===== config.mk =====
export PLATFORM = sky130hd
export DESIGN_NAME = reg_cmd_ctrl
export DESIGN_NICKNAME = d
export VERILOG_FILES = /design/src/rtl/reg_cmd_ctrl.sv
export SDC_FILE = /design/constraint.sdc
export NUM_CORES = 1
export LEC_CHECK = 0
export CAP_MARGIN = 20
export CELL_PAD_IN_SITES_DETAIL_PLACEMENT = 0
export CELL_PAD_IN_SITES_GLOBAL_PLACEMENT = 1
export CORE_ASPECT_RATIO = 1.2
export CORE_UTILIZATION = 25
export DETAILED_ROUTE_END_ITERATION = 16
export PLACE_DENSITY_LB_ADDON = 0.12
export SKIP_CTS_REPAIR_TIMING = 1
export SLEW_MARGIN = 30
export SYNTH_ARGS = -nofsm -noshare
export SYNTH_HDL_FRONTEND = slang
export SYNTH_SLANG_ARGS = --single-unit

===== constraint.sdc =====
create_clock -name CLK -period 1.75 [get_ports CLK]
set_input_delay 0.35 -clock CLK [delete_from_list [all_inputs] [get_ports CLK]]
set_output_delay 0.35 -clock CLK [all_outputs]
set_load 0.01 [all_outputs]

===== src/rtl/reg_cmd_ctrl.sv =====
// reg_cmd_ctrl: byte-stream command decoder for a register file.
//   write frame: 0xAA, addr, data_lo, data_hi  -> one WR_EN strobe
//   read frame : 0xBB, addr                    -> RD_EN, then two TX bytes (lo, hi)
// Optional receive-timeout: define CMD_TIMEOUT_EN to abort frames that stall
// for TIMEOUT_CYCLES cycles inside a receive state.
`timescale 1ns/1ps

module reg_cmd_ctrl #(
    parameter int unsigned ADDR_W         = 4,
    parameter int unsigned REG_W          = 16,
    parameter int unsigned DEPTH          = 8,
    parameter int unsigned TIMEOUT_CYCLES = 1024
) (
    input  logic              CLK,
    input  logic              RST,
    input  logic [7:0]        RX_P_DATA,
    input  logic              RX_D_VLD,
    output logic              WR_EN,
    output logic              RD_EN,
    output logic [ADDR_W-1:0] ADDR,
    output logic [REG_W-1:0]  WR_DATA,
    input  logic [REG_W-1:0]  RD_DATA,
    input  logic              RD_DATA_VLD,
    output logic [7:0]        TX_P_DATA,
    output logic              TX_D_VLD,
    input  logic              TX_BUSY,
    output logic              CMD_ERR
);

    localparam logic [7:0] CMD_WR = 8'hAA;
    localparam logic [7:0] CMD_RD = 8'hBB;

    typedef enum logic [3:0] {
        IDLE, WR_ADDR, WR_DLO, WR_DHI, WR_EXEC,
        RD_ADDR, RD_REQ, RD_WAIT, TX_LO, TX_HI
    } state_t;

    state_t              state_q, state_d;
    logic                wr_en_q, wr_en_d;
    logic                rd_en_q, rd_en_d;
    logic [ADDR_W-1:0]   addr_q, addr_d;
    logic [REG_W-1:0]    wr_data_q, wr_data_d;
    logic [7:0]          tx_p_data_q, tx_p_data_d;
    logic                tx_d_vld_q, tx_d_vld_d;
    logic                cmd_err_q, cmd_err_d;
    logic [ADDR_W-1:0]   addr_buf_q, addr_buf_d;
    logic [7:0]          data_lo_q, data_lo_d;
    logic [7:0]          rd_hi_q, rd_hi_d;

    logic [ADDR_W-1:0]   rx_addr;
    logic                rx_addr_bad;

    assign rx_addr     = RX_P_DATA[ADDR_W-1:0];
    assign rx_addr_bad = (32'(rx_addr) >= 32'(DEPTH));

`ifdef CMD_TIMEOUT_EN
    localparam int unsigned CNT_W = $clog2(TIMEOUT_CYCLES + 1);
    logic [CNT_W-1:0] to_cnt_q, to_cnt_d;
    logic             rx_state;
    assign rx_state = (state_q == WR_ADDR) || (state_q == WR_DLO) ||
                      (state_q == WR_DHI)  || (state_q == RD_ADDR);
`endif

    // Next-state and registered-output computation
    always_comb begin
        state_d     = state_q;
        wr_en_d     = 1'b0;
        rd_en_d     = 1'b0;
        cmd_err_d   = 1'b0;
        addr_d      = addr_q;
        wr_data_d   = wr_data_q;
        tx_p_data_d = tx_p_data_q;
        tx_d_vld_d  = tx_d_vld_q;
        addr_buf_d  = addr_buf_q;
        data_lo_d   = data_lo_q;
        rd_hi_d     = rd_hi_q;

        unique case (state_q)
            IDLE: if (RX_D_VLD) begin
                if (RX_P_DATA == CMD_WR)      state_d = WR_ADDR;
                else if (RX_P_DATA == CMD_RD) state_d = RD_ADDR;
                else                          cmd_err_d = 1'b1;
            end
            WR_ADDR: if (RX_D_VLD) begin
                if (rx_addr_bad) begin
                    cmd_err_d = 1'b1;
                    state_d   = IDLE;
                end else begin
                    addr_buf_d = rx_addr;
                    state_d    = WR_DLO;
                end
            end
            WR_DLO: if (RX_D_VLD) begin
                data_lo_d = RX_P_DATA;
                state_d   = WR_DHI;
            end
            WR_DHI: if (RX_D_VLD) begin
                // ADDR/WR_DATA change only together with the strobe
                wr_en_d   = 1'b1;
                addr_d    = addr_buf_q;
                wr_data_d = REG_W'({RX_P_DATA, data_lo_q});
                state_d   = WR_EXEC;
            end
            WR_EXEC: state_d = IDLE;
            RD_ADDR: if (RX_D_VLD) begin
                if (rx_addr_bad) begin
                    cmd_err_d = 1'b1;
                    state_d   = IDLE;
                end else begin
                    rd_en_d = 1'b1;
                    addr_d  = rx_addr;
                    state_d = RD_REQ;
                end
            end
            RD_REQ: state_d = RD_WAIT;
            RD_WAIT: if (RD_DATA_VLD) begin
                rd_hi_d     = RD_DATA[REG_W-1 -: 8];
                tx_p_data_d = RD_DATA[7:0];
                tx_d_vld_d  = 1'b1;
                state_d     = TX_LO;
            end
            TX_LO: if (!TX_BUSY) begin
                tx_p_data_d = rd_hi_q;
                state_d     = TX_HI;
            end
            TX_HI: if (!TX_BUSY) begin
                tx_d_vld_d = 1'b0;
                state_d    = IDLE;
            end
            default: state_d = IDLE;
        endcase

`ifdef CMD_TIMEOUT_EN
        // Stall watchdog for receive states; any sampled byte restarts it
        to_cnt_d = '0;
        if (rx_state && !RX_D_VLD) begin
            if (to_cnt_q == CNT_W'(TIMEOUT_CYCLES - 1)) begin
                cmd_err_d = 1'b1;
                state_d   = IDLE;
            end else begin
                to_cnt_d = to_cnt_q + CNT_W'(1);
            end
        end
`endif
    end

    // State and output registers
    always_ff @(posedge CLK or negedge RST) begin
        if (!RST) begin
            state_q     <= IDLE;
            wr_en_q     <= 1'b0;
            rd_en_q     <= 1'b0;
            addr_q      <= '0;
            wr_data_q   <= '0;
            tx_p_data_q <= '0;
            tx_d_vld_q  <= 1'b0;
            cmd_err_q   <= 1'b0;
            addr_buf_q  <= '0;
            data_lo_q   <= '0;
            rd_hi_q     <= '0;
`ifdef CMD_TIMEOUT_EN
            to_cnt_q    <= '0;
`endif
        end else begin
            state_q     <= state_d;
            wr_en_q     <= wr_en_d;
            rd_en_q     <= rd_en_d;
            addr_q      <= addr_d;
            wr_data_q   <= wr_data_d;
            tx_p_data_q <= tx_p_data_d;
            tx_d_vld_q  <= tx_d_vld_d;
            cmd_err_q   <= cmd_err_d;
            addr_buf_q  <= addr_buf_d;
            data_lo_q   <= data_lo_d;
            rd_hi_q     <= rd_hi_d;
`ifdef CMD_TIMEOUT_EN
            to_cnt_q    <= to_cnt_d;
`endif
        end
    end

    assign WR_EN     = wr_en_q;
    assign RD_EN     = rd_en_q;
    assign ADDR      = addr_q;
    assign WR_DATA   = wr_data_q;
    assign TX_P_DATA = tx_p_data_q;
    assign TX_D_VLD  = tx_d_vld_q;
    assign CMD_ERR   = cmd_err_q;

endmodule


# == Word level (Yosys, flattened, before mapping) ==
# Cells that the tools add are included.
# totals
register_bits,56
latch_bits,0
mem_bits_rw,0
romBits,0
in_bits,29
output_inout_bits,32
elab_cells,80
mem_count,0
# op_classes
n_addsub,0
n_mul,0
div_mod_pow,0
n_lt_le_gt_ge,1
eq_ne,20
shift,0
muxes,34
n_bitwise,1
reduce_logical,13
# ops
cell,n
$mux 4,13
$pmux 4 s9,1
$ne 2x2->1 const B,9
$eq 8x8->1 const B,2
$mux 8,2
$pmux 8 s2,1
$eq 4x3->1 const B,3
$mux 1,12
$reduce_and 3->1,3
$reduce_and 9->1,1
$eq 4x2->1 const B,2
$eq 4x4->1 const B,2
$pmux 4 s2,1
$reduce_and 2->1,3
$reduce_bool 2->1,3
$eq 4x1->1 const B,1
$ge 4x4->1 const B,1
$logic_not 4->1,1
$pmux 1 s2,2
$reduce_and 4->1,1
$mux 3,1
$ne 3x3->1 const B,1
$mux 2,1
$reduce_or 2->1,1
$not 1->1,1

# == Depth between registers and ports, before layout ==
# depth
word_depth,5
mapped_depth,6
ltp_nobuf,4

# == Least setup slack after synthesis ==
# Ideal clock, no wire load.
# synth_timing
path_kind,register -> register
startpoint,register state_q[1]
endpoint,register tx_p_data_q[0] (netlist: TX_P_DATA[0])
setup_ns,0.125
arrival_ns,1.724
required_time_ns,1.625
slack_ns,-0.099
stages_incl_launch_ff,6
n_path_buf,1
synth_period_minus_slack_ns,1.849
path_cell_list,dfrtp_1 > buf_6 > nor4b_4 > a31oi_2 > nor3_4 > mux2_2
# synth_via
elab_chain_len,3
elab_cells_between_ends,7
classes_between,eq/ne: 4; mux: 1; reduce/logical: 2
# synth_lines
element,line,source
"start, declared",38,"state_t state_q, state_d;"
"start signal, assigned",165,state_q <= state_d;
$eq 4x4->1 or $eq 4x3->1 (tied branches),78,unique case (state_q)
$ne 2x2->1 (no source line) or $reduce_bool 2->1 (tied branches),--,
$reduce_and 3->1 (no source line),--,
"end signal, assigned",170,tx_p_data_q <= tx_p_data_d;
"end, declared",43,"logic [7:0] tx_p_data_q, tx_p_data_d;"
# Several ways; a longest one is shown, not always the timed one.
# A chain may end at the register's enable or synchronous reset.

==> impl_results.md <==
- Ys flop type: dfrtp_1
- Type of the most critical hold path: input port to asynchronous set/reset pin
- Worst-path clk slew: 0.07 ns
- Most common cell in the netlist: mux2_2
- Area grow syn2layout: 54.8%
- Seq pwr share: 0.381
- Global-route wire length before repair: 9040 um
- Crit start category: input port
- Starting Density: 0.260
- Crit path kind: input port to flop
- Async set-reset flop share out of synthesis: 1.00
- Clk buf depth: 2
- Avg Inst Size Synth: 14.2 um2
- Via Count: 1809
- Worst Skew: 0.00679 ns
- Synth Instances: 175
- Net Sw Frac: 0.300
- Psw: 1.72 mW
- Routability cong.: 0.713
- Leading cell types by count after synthesis: mux2_2, dfrtp_1, nor2_1, nor2b_1, clkbuf_1
- Fin crit share: 1.06
- Drt drc: 0
- Latest clock arrival within the worst-skew pair: 0.29 ns
- Std-Cell Rows: 39
- Non-Filler Instances: 395
- Clock Sinks: 56
- FF+latch count, synth: 56
- Core outline area: 0.00956 mm2
- Final net count: 300
- Total Wirelength: 6290 um
- DR iter-0 viols: 33
- FF/Latch Area: 0.00140 mm2
- PD cells: 1490 mW/mm2
- Relative slew slack: 0.785
- Req. time, crit path: 1.93 ns
- Slew @ Worst Pin: 0.323 ns
- Largest net degree at the start of global routing: 57
- Yosys Warn Count: 0
- Fraction of layout cells with a size suffix above 1: 0.449
- Pint: 3.99 mW
- Setup violations, final: 28
- I/O Pins: 61
- Number of global-route vias before repair: 1805
- Die X: 93.0 um
- Via density: 4.58
- Area occupied by multi-input gates: 0.00119 mm2
- Max Cap Viol: 0
- Critical Path AT: 2.03 ns
- Crit-path slowest cell: or3b_2
- Root buffer cell: clkbuf_16
- CTS tree: done
- Crit path largest cell delay: 0.50 ns
- Pre-Repair DR Iteration Count: 4
- Post-synthesis cell area: 0.00248 mm2
- Critical path cell sequence: clkdlybuf4s50_1 > or3b_2 > a21oi_4 > buf_4 > nor3_4 > mux2_4
- H-tree depth: 2
- CTS Buf Count: 5
- PortBufs: 60
- Post-route setup slack: -0.0989 ns
- Leak: 1.69 nW
- Seq/Total Area, Yosys: 0.565
- Crit Path Max Fanout: 4
- RSZ-0062 raised after global routing: yes
- Synth top area share: 0.565
- Setup slack after placement: -0.621 ns
- Max Fclk: 541 MHz
- Slew Viols, Final: 0
- Crit path time final: 1.85 ns
- Gr usage total: 0.113
- Die H: 111 um
- Total grt overflow: 0
- Leading area contributor after synthesis: dfrtp_1
- ANT nets after route: 0
- Synthesized Nets: 204
- Logic gate share of total power: 0.444
- Count of different cell masters after synthesis: 38
- Fin area: 0.00384 mm2
- Post-placement cell count: 381
- Worst vdd ir: 0.000661 V
- Fin. Hold Viols: 0
- Clk pwr share: 0.175
- Post-synth EDFFs: 0
- Failing checks: negative setup slack
- Hold slack: 0.0327 ns
- Main area contributors after synthesis: dfrtp_1, mux2_2, nor2b_1
- Hpwl dp: 3980 um
- Antenna Cells: 0
- Routed wire per std cell: 15.9 um
- Total die area: 0.0103 mm2
- CP Capture Type: flop
- Power, Total: 5.71 mW
- Filler instances: 972
- Status: complete, but fails checks
- Placed Area: 0.00346 mm2
- Antenna violations before repair: 0
## path summary, 6_finish.rpt
path	start	endpoint	slack [ns]	cells after the start
worst max register to register	state_q[2]$_DFFE_PN0P_	TX_P_DATA[3]$_DFFE_PN0P_	-0.09	5
worst min-delay path	RST	RD_EN$_DFF_PN0_	0.03	2
max in group asynchronous	RST	state_q[2]$_DFFE_PN0P_	1.41	2
min in group CLK	RX_P_DATA[5]	WR_DATA[13]$_DFFE_PN0P_	0.37	2
worst min register to register	addr_buf_q[3]$_DFFE_PN0P_	addr_buf_q[3]$_DFFE_PN0P_	0.49	1
worst max-delay path	RX_D_VLD	TX_P_DATA[4]$_DFFE_PN0P_	-0.1	6
## final cells by class
cell class                 count  area share
tap                          123      0.0401
timing repair buffer          96       0.247
multi-input combinational    111       0.309
inverter                       1    0.000977
sequential                    56       0.365
clock buffer                   6      0.0335
clock inverter                 2     0.00358
## kinds of logic (layout without fill, tap and decap cells)
group	after synthesis	in the layout	synth area share
flops	56	56	0.565
mux	60	60	0.272
simple gates	35	36	0.101
buf+inv	9	105	0.0181
compound gates	14	14	0.0413
xor+xnor	1	1	0.00353
## flip-flops by register name, indices dropped and copies added (netlist names)
register    count
ADDR            4
CMD_ERR         1
RD_EN           1
TX_D_VLD        1
TX_P_DATA       8
WR_DATA        16
WR_EN           1
addr_buf_q      4
data_lo_q       8
rd_hi_q         8
state_q         4
## per-stage QoR
stage,utilization,setup TNS (ns)
floorplan,-,-0.628
global placement,0.361,-13.19
detailed placement,0.361,-13.66
CTS,0.376,-4.19
global route,0.402,-3.35
finish,0.402,-1.37
## critical path: cells and delay by family
family	cells	cell delay, ns
simple gates	2	0.56
buf+inv	2	0.64
compound gates	1	0.17
mux	1	0.30
## per-layer routing
metal,GRT usage,vias up,share of wire
li1,-,823,-
met1,0.133,930,0.43
met2,0.202,52,0.51
met3,0.0302,4,0.050
met4,0.0277,0,0.0091
met5,0,-,0
## layout by cell type (no fill, tap or decap), drive strengths merged, types with 2 or more instances in the layout
cell,count
mux2,59
clkdlybuf4s50,57
dfrtp,56
buf,35
clkbuf,8
nor2,5
nor2b,5
a21oi,4
nor3,4
and3b,3
a31oi,3
and2,2
a211oi,2
nand3b,2
nand2,2
dlymetal6s2s,2
and3,2
nor4b,2
inv,2
## power groups by stage
| stage | registers [mW] | logic, mW | clock network, mW |
|---|---|---|---|
| 2_1_floorplan | 2.26 | 1.06 | 0 |
| 6_report | 2.18 | 2.54 | 0.999 |
| 3_3_place_gp | 2.18 | 2.32 | 0 |
| 5_1_grt | 2.26 | 2.71 | 1.09 |
| 3_5_place_dp | 2.19 | 2.33 | 0 |
| 4_1_cts | 2.17 | 2.34 | 1.05 |
(Power assumes the default switching activity.)
